## src/rtl/record_gate.sv

```systemverilog
// Purpose: trigger-gated record capture; writes fixed-length records of valid words into the acquisition FIFO.
// Latency: one cycle from an accepted input word to data_o / wr_en_o / record_start_o / record_end_o / trig_pos_o.
// Backpressure: a capture word arriving with fifo_full_i high is dropped (no write), still counts, and sets sticky overflow_o.
module record_gate #(
  parameter int NofBits = 16,
  parameter int LenBits = 16
) (
  input  logic                 clk,
  input  logic                 rst_n,
  input  logic                 arm_i,
  input  logic [LenBits-1:0]   record_len_i,
  input  logic [LenBits-1:0]   nof_records_i,
  input  logic [NofBits-1:0]   x0_i,
  input  logic [NofBits-1:0]   x0z_i,
  input  logic [NofBits-1:0]   x1_i,
  input  logic [NofBits-1:0]   x1z_i,
  input  logic                 data_valid_i,
  input  logic [3:0]           trigger_vector_i,
  input  logic                 active_i,
  input  logic                 fifo_full_i,
  output logic                 wr_en_o,
  output logic [4*NofBits-1:0] data_o,
  output logic                 record_start_o,
  output logic                 record_end_o,
  output logic [1:0]           trig_pos_o,
  output logic [LenBits-1:0]   record_cnt_o,
  output logic                 busy_o,
  output logic                 done_o,
  output logic                 overflow_o
);

  typedef enum logic [1:0] {
    IDLE    = 2'd0,
    ARMED   = 2'd1,
    CAPTURE = 2'd2,
    DONE    = 2'd3
  } state_t;

  state_t state;
  state_t state_next;

  // Latched acquisition geometry (zero is promoted to one at arm time).
  logic [LenBits-1:0] len_q;
  logic [LenBits-1:0] nof_q;
  logic [LenBits-1:0] len_m1;
  logic [LenBits-1:0] nof_m1;
  // Index of the word about to be accepted within the current record.
  logic [LenBits-1:0] word_cnt;

  logic       arm_go;
  logic       trig_hit;
  logic       take;
  logic       last;
  logic       final_rec;
  logic [1:0] trig_lsb;

  assign len_m1    = len_q - 1'b1;
  assign nof_m1    = nof_q - 1'b1;
  assign arm_go    = (state == IDLE) && arm_i;
  // A qualified trigger is only honoured while waiting for a record to start.
  assign trig_hit  = (state == ARMED) && data_valid_i && active_i && (|trigger_vector_i);
  // Every valid cycle inside a record is a record word, regardless of active_i.
  assign take      = trig_hit || ((state == CAPTURE) && data_valid_i);
  // word_cnt is held at zero in ARMED, so this also covers length-1 records.
  assign last      = take && (word_cnt == len_m1);
  assign final_rec = (record_cnt_o == nof_m1);
  assign busy_o    = (state == ARMED) || (state == CAPTURE);

  // Lowest set trigger bit index.
  always_comb begin
    trig_lsb = 2'd0;
    if (trigger_vector_i[0])      trig_lsb = 2'd0;
    else if (trigger_vector_i[1]) trig_lsb = 2'd1;
    else if (trigger_vector_i[2]) trig_lsb = 2'd2;
    else if (trigger_vector_i[3]) trig_lsb = 2'd3;
  end

  // State register.
  always_ff @(posedge clk or negedge rst_n) begin
    if (!rst_n) begin
      state <= IDLE;
    end else begin
      state <= state_next;
    end
  end

  // Next-state logic: a record closes on its last word, back to ARMED or on to DONE.
  always_comb begin
    state_next = state;
    case (state)
      IDLE: begin
        if (arm_i) state_next = ARMED;
      end
      ARMED: begin
        if (trig_hit) begin
          if (last) state_next = final_rec ? DONE : ARMED;
          else      state_next = CAPTURE;
        end
      end
      CAPTURE: begin
        if (last) state_next = final_rec ? DONE : ARMED;
      end
      DONE: begin
        state_next = IDLE;
      end
      default: begin
        state_next = IDLE;
      end
    endcase
  end

  // Geometry latch, word counter and completed-record counter.
  always_ff @(posedge clk or negedge rst_n) begin
    if (!rst_n) begin
      len_q        <= '0;
      nof_q        <= '0;
      word_cnt     <= '0;
      record_cnt_o <= '0;
    end else if (arm_go) begin
      len_q        <= (record_len_i  == '0) ? LenBits'(1) : record_len_i;
      nof_q        <= (nof_records_i == '0) ? LenBits'(1) : nof_records_i;
      word_cnt     <= '0;
      record_cnt_o <= '0;
    end else if (take) begin
      if (last) begin
        word_cnt <= '0;
        if (record_cnt_o != nof_q) record_cnt_o <= record_cnt_o + 1'b1;
      end else begin
        word_cnt <= word_cnt + 1'b1;
      end
    end
  end

  // Sticky overflow: set by any dropped capture word, cleared only by a new arm.
  always_ff @(posedge clk or negedge rst_n) begin
    if (!rst_n) begin
      overflow_o <= 1'b0;
    end else if (arm_go) begin
      overflow_o <= 1'b0;
    end else if (take && fifo_full_i) begin
      overflow_o <= 1'b1;
    end
  end

  // Registered FIFO-side outputs; data_o only moves on an actual write.
  always_ff @(posedge clk or negedge rst_n) begin
    if (!rst_n) begin
      wr_en_o        <= 1'b0;
      data_o         <= '0;
      record_start_o <= 1'b0;
      record_end_o   <= 1'b0;
      trig_pos_o     <= 2'd0;
      done_o         <= 1'b0;
    end else begin
      wr_en_o        <= take && !fifo_full_i;
      record_start_o <= trig_hit;
      record_end_o   <= last;
      done_o         <= (state == DONE);
      if (take && !fifo_full_i) data_o <= {x1z_i, x1_i, x0z_i, x0_i};
      if (trig_hit) trig_pos_o <= trig_lsb;
    end
  end

endmodule

```

## config.mk

```make
export PLATFORM = sky130hd
export DESIGN_NAME = record_gate
export DESIGN_NICKNAME = d
export VERILOG_FILES = /design/src/rtl/record_gate.sv
export SDC_FILE = /design/constraint.sdc
export NUM_CORES = 1
export LEC_CHECK = 0
export BUFFER_PORTS_ARGS = -buffer_cell sky130_fd_sc_hd__buf_2
export CORE_AREA = 4 4 140 142
export DETAILED_ROUTE_END_ITERATION = 6
export DIE_AREA = 0 0 144 146
export GPL_ROUTABILITY_DRIVEN = 0
export PLACE_DENSITY = 0.64
export SETUP_SLACK_MARGIN = 0.1
export SYNTH_ARGS = -nofsm -noshare
export SYNTH_HDL_FRONTEND = slang
export SYNTH_SLANG_ARGS = --single-unit
```

## constraint.sdc

```tcl
create_clock -name clk -period 3.3 [get_ports clk]
set_input_delay 0.165 -clock clk [delete_from_list [all_inputs] [get_ports clk]]
set_output_delay 0.165 -clock clk [all_outputs]
set_load 0.005 [all_outputs]
```

==> results of run 1 <==
metal layers:
| metal | global-route usage [%] | part of all wire (%) |
|---|---|---|
| met1 | 27.09 | 44 |
| met2 | 31.66 | 45 |
| met3 | 7.328 | 8.4 |
| met4 | 5.508 | 1.8 |
| met5 | 0 | 0 |
cell families after synthesis:
logic type / count (synthesis) / share of synthesized area [%]
mux: 78 / 11.97
compound gates: 93 / 9.572
xor+xnor: 46 / 5.604
buf+inv: 51 / 2.958
flops: 137 / 47.69
fa+ha+maj: 9 / 1.566
simple gates: 291 / 20.64
final cells by class:
cell class | instances | area, um2 | share of cell area (%)
diodes | 1 | 2.502 | 0.02485
clock buffers | 18 | 439.2 | 4.361
clock inverters | 14 | 157.7 | 1.565
inverters | 9 | 33.78 | 0.3354
multi-input cells | 517 | 3593 | 35.68
flip-flops and latches | 137 | 3431 | 34.07
well taps | 234 | 292.8 | 2.907
repair buffers | 310 | 2121 | 21.06
through the flow:
step	hold slack (ps)	power, uW	cells
floorplan	-130.6	4545	705
global placement	265.7	5579	1107
detailed placement	267.4	5638	1107
CTS	4.958	7700	1234
global route	4.779	8310	1240
finish	11.49	7748	1240
placed cells by master, fill, tap and decap left out, types with 5 or more instances in the layout:
master	n
buf_2	192
dfrtp_1	135
nand2_1	120
dlygate4sd3_1	95
mux2_2	64
nor2_1	36
xnor2_1	27
xor2_1	19
nand4_1	19
clkbuf_16	17
buf_4	17
a21oi_1	16
and3_1	16
nor4_1	15
mux2i_1	14
nand3_1	11
o21ai_0	11
nand2b_1	10
inv_1	9
nor3_1	9
a21o_1	8
ha_1	8
nor2b_1	7
nor4b_1	7
o31ai_1	7
o211ai_1	6
or3_1	5
nor3b_1	5
o311ai_0	5
or4_1	5
a31o_2	5
registers in the layout, summed over array words and instances (netlist names):
name	flops
state	2
nof_q	16
trig_pos_o	2
record_end_o	1
done_o	1
wr_en_o	1
len_q	16
data_o	64
record_start_o	1
record_cnt_o	16
overflow_o	1
word_cnt	16
final timing paths:
path                                  from            end  slack, ps  depth (start not counted)
setup / recovery                  len_q[0]       state[0]        250                          9
hold / removal             record_len_i[4]       len_q[4]         10                          3
setup reg to reg                  len_q[0]       state[0]        250                          9
hold reg to reg              trig_pos_o[1]  trig_pos_o[1]        480                          1
max in group asynchronous            rst_n       nof_q[7]       2160                          3
min in group asynchronous            rst_n     data_o[29]        350                          2
power by group through the flow:
stage	clock [uW]	combinational [uW]	sequential [uW]
4_1_cts	1970	2890	2840
5_1_grt	2050	3310	2950
3_3_place_gp	0	2750	2830
2_1_floorplan	0	1800	2750
3_5_place_dp	0	2790	2850
6_report	1920	2970	2860
cells in the mapped netlist (all sizes together), types with 7 or more instances:
library cell and number:
nor2 37, nor4b 7, nor3 11, o31ai 8
nor4 16, mux2i 14, buf 11, ha 9
a21oi 16, xnor2 27, o21ai 11, nand4 19
a21o 8, mux2 64, nand3 11, xor2 19
or4 7, nand2 121, nand2b 10, clkbuf 31
inv 9, and3 16, dfrtp 137, nor2b 7
critical path: stages (launching register included):
cell and delay [ps]:
dfrtp_2 440, inv_1 90, ha_2 230, or3b_4 420
or4_1 510, a31oi_1 250, a41oi_2 110, or3_4 480
a211o_1 320, a22oi_2 120
repair_timing:
action                                  CTS  global route
buffers inserted                          0             3
resized for setup                         0            14
endpoints found under the hold margin   173             0
hold buffers                             95             0
endpoints found under the setup margin    0            31
==> impl_metrics.json, run 1 <==
{
  "p_clk_share_pct": 24.8,
  "worst_ep_required_time_ps": 3640,
  "nNetsFinal": 1107,
  "worst_slew_pin_slew_ps": 780.6,
  "slew_headroom_pct": 47.96,
  "place_area_um2": 8444,
  "syn_nets": 820,
  "drv_cap": 0,
  "synth_top_area_share_pct": 47.69,
  "fp-row-count": 50,
  "power_frac_seq_pct": 36.9,
  "synth-async-reset-ratio_pct": 100.0,
  "post-place-ws_ps": 123.9,
  "cellLeakagePower_uw": 0.004838,
  "wl_per_cell_um": 17.03,
  "status": "finished, final reports clean",
  "via_count": 6403,
  "slew_violations": 0,
  "max_freq_mhz": 328.1,
  "fill_cells": 1595,
  "final_layout_size_suffix_gt1_share_pct": 33.73,
  "internal_power_uw": 4880,
  "ys_types": 66,
  "fin_tns_setup_ps": 0,
  "first_iter_violations": 304,
  "viasPerCell": 5.164,
  "p_comb_share_pct": 38.3,
  "grt_pass1_wl_um": 34550,
  "swShare_pct": 37.01,
  "synth_flop_cell": "dfrtp_1",
  "synth_edf_count": 0,
  "root_buffer": "clkbuf_16",
  "critPathLaunchType": "register",
  "vdd_drop_max_mv": 0.4142,
  "area_delta_synth_final_pct": 40.08,
  "grt_setup_unrepaired": "true",
  "place_hpwl_um": 13920,
  "final_core_util_pct": 54.57,
  "hold_class": "in -> reg",
  "syn-cell-area_um2": 7189,
  "worstSetupPathType": "reg -> reg",
  "grt_usage_pct": 20.42,
  "fin_area_um2": 10070,
  "die_h_um": 146,
  "grt_max_degree": 81,
  "routed_wl_um": 21120,
  "ioPinCount": 194,
  "path_clk_slew_ps": 60,
  "fin_worst_skew_ps": 6.817,
  "grt_pass1_vias": 6689,
  "htreeDepth": 4,
  "crit_fanout": 6,
  "die_area_um2": 21020,
  "clk_latency_ps": 420,
  "syn_avg_cell_area_um2": 10.20,
  "io_buffers": 193,
  "crit_path_end_kind": "register",
  "yosys-top-cells-area": "dfrtp_1 (48%), mux2_2 (10%), nand2_1 (6.3%)",
  "synth-seq-cells": 137,
  "period_share_pct": 92.35,
  "critPathArrivalTime_ps": 3390,
  "synth_cells": 705,
  "cellPowerDensity_nw_per_um2": 769.3,
  "finalWorstSetupSlack_ps": 252.5,
  "core_um2": 18460,
  "finalSetupViolCount": 0,
  "synth_warnings": 0,
  "finalHoldViolCount": 0,
  "start_util_pct": 38.96,
  "ys_seq_area_share_pct": 47.69,
  "cts_buffer_depth": 2,
  "yosysTopAreaCell": "dfrtp_1",
  "antenna_found_initial": 1,
  "switchingPower_uw": 2868,
  "numCtsBuffers": 17,
  "die_width_um": 144,
  "cts_tree": "yes",
  "first_pass_iters": 5,
  "period_needed_ps": 3048,
  "antenna_left": 0,
  "gr-total-overflow": 0,
  "drc": 0,
  "clkSinkCount": 137
}
Power figures use the tool's default switching activity.
==> run 2, diff against run 1 <==
--- a/config.mk
+++ b/config.mk
@@ -6,11 +6,12 @@
 export NUM_CORES = 1
 export LEC_CHECK = 0
 export BUFFER_PORTS_ARGS = -buffer_cell sky130_fd_sc_hd__buf_2
-export CORE_AREA = 4 4 140 142
+export CORE_AREA = 2 2 138 140
 export DETAILED_ROUTE_END_ITERATION = 6
-export DIE_AREA = 0 0 144 146
+export DIE_AREA = 0 0 140 142
 export GPL_ROUTABILITY_DRIVEN = 0
-export PLACE_DENSITY = 0.64
+export GPL_TIMING_DRIVEN = 0
+export PLACE_DENSITY = 0.74
 export SETUP_SLACK_MARGIN = 0.1
 export SYNTH_ARGS = -nofsm -noshare
 export SYNTH_HDL_FRONTEND = slang
==> run 2 against run 1 <==
The run now ends with DRC left. Worst hold slack improved by 7.9 ps. Sequential power down 2%. Register-to-register slack got worse by 90 ps. Count of clock-buffer cells in the layout is 1 lower. Critical path type unchanged. Final area is 1.4% higher. Total power up 2.0%. Critical endpoint unchanged. Critical path depth rose by 1. Sequential share of layout area down 0.49 points. Combinational power up 5%. Fmax down 3.0%. Die area fell by 5.4%.
==> impl_metrics.json, run 2 (synthesized netlist as in run 1, its figures left out) <==
{
  "crit_top_cell": "buf_6",
  "met2_usage_pct": 35.44,
  "diodes": 0,
  "holdPathEnd": "len_q[0]",
  "cts_tree": "yes",
  "antenna_found_initial": 0,
  "layout_common_cells": "buf_2 (193), dfrtp_1 (136), nand2_1 (121), dlygate4sd3_1 (94), mux2_2 (64)",
  "cp_num_buf_inv": 3,
  "post-place-ws_ps": -871.8,
  "reg2regPathDepth": 10,
  "met3_usage_pct": 5.417,
  "power_frac_seq_pct": 35.3,
  "viasPerCell": 5.320,
  "internal_power_uw": 4901,
  "period_needed_ps": 3141,
  "p_clk_share_pct": 25.3,
  "final_common_cell": "buf_2",
  "drc": 8,
  "fin_tns_setup_ps": 0,
  "die_area_um2": 19880,
  "clkSinkCount": 137,
  "wl_per_cell_um": 17.15,
  "top_usage_layer": "met2",
  "min_from": "record_len_i[0]",
  "gr-total-overflow": 0,
  "top_register": "data_o",
  "largest_register_ffs": 64,
  "grt_pass1_vias": 6673,
  "antenna_left": 0,
  "grt_pass1_wl_um": 34100,
  "grt_usage_pct": 21.73,
  "worst_slew_pin_slew_ps": 755.6,
  "first_pass_iters": 7,
  "area_delta_synth_final_pct": 42.08,
  "cp_cell_sequence": "buf_6 > or4_4 > buf_6 > or4_4 > a211oi_4 > nand4_1 > or3_1 > buf_6 > a211o_1 > a22oi_2",
  "die_width_um": 140,
  "numCtsBuffers": 17,
  "critPathLaunchType": "register",
  "r2r-start": "len_q[3]",
  "root_buffer": "clkbuf_16",
  "dpl.cell_count": 1133,
  "p_comb_share_pct": 39.4,
  "critPathSlowestCell": "or4_4",
  "stdcell_count": 1264,
  "io_buffers": 193,
  "fin_worst_skew_ps": 16.02,
  "first_iter_violations": 447,
  "crit_path_end_kind": "register",
  "nNetsFinal": 1132,
  "slew_violations": 0,
  "cts_buffer_depth": 2,
  "via_count": 6724,
  "htreeDepth": 4,
  "place_hpwl_um": 14770,
  "regToRegSetupSlack_ps": 160,
  "p_total_uw": 7899,
  "holdWs_ps": 19.41,
  "max_freq_mhz": 318.4,
  "grt_max_degree": 74,
  "die_h_um": 142,
  "worst_ep_required_time_ps": 3650,
  "fp-row-count": 50,
  "met1_usage_pct": 28.35,
  "crit_fanout": 9,
  "finalSetupViolCount": 0,
  "core_um2": 18460,
  "hold_depth": 3,
  "reg2reg_to": "state[0]",
  "critPathArrivalTime_ps": 3490,
  "cellPowerDensity_nw_per_um2": 773.3,
  "period_share_pct": 95.18,
  "start_util_pct": 38.96,
  "grt_setup_unrepaired": "false",
  "switchingPower_uw": 2998,
  "max_stage_delay_ps": 560,
  "finalWorstSetupSlack_ps": 159.2,
  "drv_cap": 0,
  "routed_wl_um": 21670,
  "hold_class": "in -> reg",
  "violations": "DRC",
  "status": "complete, but fails checks",
  "clk_latency_ps": 430,
  "finalHoldViolCount": 0,
  "slew_headroom_pct": 49.16,
  "path_clk_slew_ps": 70,
  "ioPinCount": 194,
  "vdd_drop_max_mv": 0.4596,
  "cellLeakagePower_uw": 0.004853,
  "crit_family": "simple AND/OR/NAND/NOR gates",
  "swShare_pct": 37.95,
  "worstSetupPathType": "reg -> reg",
  "final_layout_size_suffix_gt1_share_pct": 32.33
}
-- run 2: how the worst max path moves through the flow --
stage	from	to	cells after the start
finish	len_q[3]	state[0]	10
global route	len_q[3]	state[0]	10
CTS	len_q[0]	word_cnt[15]	11
detailed placement	state[1]	state[1]	11
global placement	state[1]	state[1]	11
floorplan	len_q[3]	state[0]	10
-- run 2: worst register-to-register path: stages (launching register included) --
cell and delay (ps):
dfrtp_1 370, buf_6 140, or4_4 480, buf_6 150, or4_4 560, a211oi_4 250
nand4_1 110, or3_1 420, buf_6 160, a211o_1 300, a22oi_2 110
-- run 2: stage by stage --
step                      utilization (%)  area, um2
after floorplan                         -       7189
after global placement              45.78       8448
after detailed placement            45.96       8482
after CTS                           54.71      10100
after global routing                55.35      10210
final                               55.35      10210
-- run 2: final cells by class --
type	count	area, um2
plain buffers	42	195.2
clock buffers	17	425.4
clock inverters	15	203.9
fillers	1550	8240
inverters	9	33.78
multi-input cells	517	3656
flip-flops and latches	137	3430
well taps	234	292.8
repair buffers	293	1978
-- run 2: power groups by stage --
stage	registers (uW)	clock network [uW]	logic (uW)
2_1_floorplan	2750	0	1800
3_3_place_gp	2750	0	2780
3_5_place_dp	2780	0	2840
4_1_cts	2760	2030	2980
5_1_grt	2870	2100	3440
6_report	2790	2000	3120
-- run 2: per-layer routing --
| metal | up-vias | share of wire [%] | wire length, um |
|---|---|---|---|
| met1 | 3219 | 43 | 9319 |
| met4 | 0 | 2.1 | 450 |
| met2 | 320 | 47 | 10150 |
| met5 | - | 0 | 0 |
| met3 | 36 | 8.1 | 1753 |
| li1 | 3149 | - | - |
-- run 2: repair_timing --
action / CTS / global route
gates cloned: 0 / 0
hold buffers: 93 / 1
endpoints found under the setup margin: 35 / 72
endpoints found under the hold margin: 164 / 1
pin swaps: 4 / 4
setup buffers: 1 / 4
resized for setup: 11 / 20
==> run 3, diff against run 2 <==
--- a/config.mk
+++ b/config.mk
@@ -11,6 +11,7 @@
 export DIE_AREA = 0 0 140 142
 export GPL_ROUTABILITY_DRIVEN = 0
 export GPL_TIMING_DRIVEN = 0
+export MAX_ROUTING_LAYER = met4
 export PLACE_DENSITY = 0.74
 export SETUP_SLACK_MARGIN = 0.1
 export SYNTH_ARGS = -nofsm -noshare
==> run 3 against run 2 <==
The flow still finishes with violations (DRC). Sequential power about the same. Fmax about the same. Clock skew down 5.9 ps. Critical endpoint unchanged. Largest cell class unchanged. Sequential cell count unchanged. Global-route usage up 0.68 points. First-iteration DRC count up 2.2%. Critical path type unchanged. Die area unchanged. Final cell count unchanged. Count of clock-buffer cells in the layout unchanged.
==> impl_metrics.json, run 3 (synthesized netlist as in run 1, its figures left out) <==
{
  "status": "complete, but fails checks",
  "violations": "DRC",
  "grt_pass1_wl_um": 34090,
  "grt_max_degree": 74,
  "root_buffer": "clkbuf_16",
  "routed_wl_um": 21690,
  "clk_latency_ps": 430,
  "critPathLaunchType": "register",
  "gr-total-overflow": 0,
  "place_hpwl_um": 14770,
  "grt_usage_pct": 22.41,
  "regToRegSetupSlack_ps": 160,
  "p_clk_share_pct": 25.3,
  "swShare_pct": 37.95,
  "grt_setup_unrepaired": "false",
  "cellPowerDensity_nw_per_um2": 773.2,
  "nNetsFinal": 1132,
  "min_from": "nof_records_i[0]",
  "numCtsBuffers": 17,
  "largest_register_ffs": 64,
  "clkSinkCount": 137,
  "power_frac_seq_pct": 35.3,
  "critPathArrivalTime_ps": 3490,
  "vdd_drop_max_mv": 0.4618,
  "reg2regPathDepth": 10,
  "r2r-start": "len_q[3]",
  "htreeDepth": 4,
  "fin_worst_skew_ps": 10.11,
  "slew_headroom_pct": 49.17,
  "cellLeakagePower_uw": 0.004853,
  "period_needed_ps": 3139,
  "crit_path_end_kind": "register",
  "final_layout_size_suffix_gt1_share_pct": 32.33,
  "finalHoldViolCount": 0,
  "drv_cap": 0,
  "reg2reg_to": "state[0]",
  "die_h_um": 142,
  "worst_slew_pin_slew_ps": 755.5,
  "area_delta_synth_final_pct": 42.08,
  "io_buffers": 193,
  "place_area_um2": 8482,
  "fill_cells": 1550,
  "first_pass_iters": 7,
  "switchingPower_uw": 2997,
  "first_iter_violations": 457,
  "finalWorstSetupSlack_ps": 161.2,
  "fp-row-count": 50,
  "finalSetupViolCount": 0,
  "ioPinCount": 194,
  "worstSetupPathType": "reg -> reg",
  "fin_area_um2": 10210,
  "holdWs_ps": 22.94,
  "cts_tree": "yes",
  "fin_tns_setup_ps": 0,
  "final_core_util_pct": 55.35,
  "grt_pass1_vias": 6681,
  "path_clk_slew_ps": 70,
  "holdPathEnd": "nof_q[0]",
  "hold_class": "in -> reg",
  "crit_fanout": 9,
  "via_count": 6762,
  "layout_common_cells": "buf_2 (193), dfrtp_1 (136), nand2_1 (121), dlygate4sd3_1 (94), mux2_2 (64)",
  "diodes": 0,
  "die_area_um2": 19880,
  "worst_ep_required_time_ps": 3650,
  "top_register": "data_o",
  "start_util_pct": 38.96,
  "slew_violations": 0,
  "final_common_cell": "buf_2",
  "antenna_found_initial": 0,
  "p_comb_share_pct": 39.5,
  "viasPerCell": 5.350,
  "wl_per_cell_um": 17.16,
  "core_um2": 18460,
  "cts_buffer_depth": 2,
  "hold_depth": 3,
  "die_width_um": 140,
  "max_freq_mhz": 318.6,
  "drc": 8,
  "post-place-ws_ps": -871.8,
  "internal_power_uw": 4901,
  "period_share_pct": 95.11,
  "antenna_left": 0
}
run 3: cell counts in the layout (fill, tap and decap cells not counted):
Identical to the previous run, type by type.
run 3: final cells by class:
type                       instances  area [um2]  area share, %
multi-input combinational        517        3656          35.79
sequential                       137        3430          33.57
timing repair buffer             293        1978          19.37
clock buffer                      17       425.4          4.165
tap                              234       292.8          2.866
clock inverter                    15       203.9          1.997
buffer                            42       195.2          1.911
inverter                           9       33.78         0.3307
run 3: critical path, stage by stage, from the launching register on:
cell	delay [ps]
dfrtp_1	370
buf_6	140
or4_4	480
buf_6	150
or4_4	560
a211oi_4	250
nand4_1	110
or3_1	420
buf_6	160
a211o_1	300
a22oi_2	110
run 3: how the worst max path moves through the flow:
stage / start / endpoint / depth (start not counted) / slack, ps
after floorplan: len_q[3] / state[0] / 10 / 370
after global placement: state[1] / state[1] / 11 / -820
after detailed placement: state[1] / state[1] / 11 / -870
after CTS: len_q[0] / word_cnt[15] / 11 / 100
after global routing: len_q[3] / state[0] / 10 / 80
final: len_q[3] / state[0] / 10 / 160
run 3: power by group through the flow:
stage	sequential (uW)	combinational [uW]	clock [uW]
4_1_cts	2760	2980	2030
3_3_place_gp	2750	2780	0
5_1_grt	2870	3430	2100
3_5_place_dp	2780	2840	0
6_report	2790	3120	1990
2_1_floorplan	2750	1800	0
run 3: layer usage:
metal / vias to the layer above / wire length, um / track usage (%)
li1: 3148 / - / -
met1: 3285 / 9651 / 29.06
met2: 289 / 10130 / 35.49
met3: 40 / 1453 / 4.509
met4: 0 / 455 / 7.549
met5: - / 0 / -
run 3: what timing repair did:
item                                    4_1_cts  5_1_grt
hold endpoints to repair                    164        1
endpoints found under the setup margin       35       71
pin swaps                                     4        4
resized for setup                            11       20
hold buffers                                 93        1
cloned                                        0        0
buffers inserted                              1        4
run 3: per-stage QoR:
step	total power, uW	std cells
final	7898	1264
after global routing	8407	1264
after CTS	7774	1259
after floorplan	4545	705
after global placement	5530	1132
after detailed placement	5620	1133
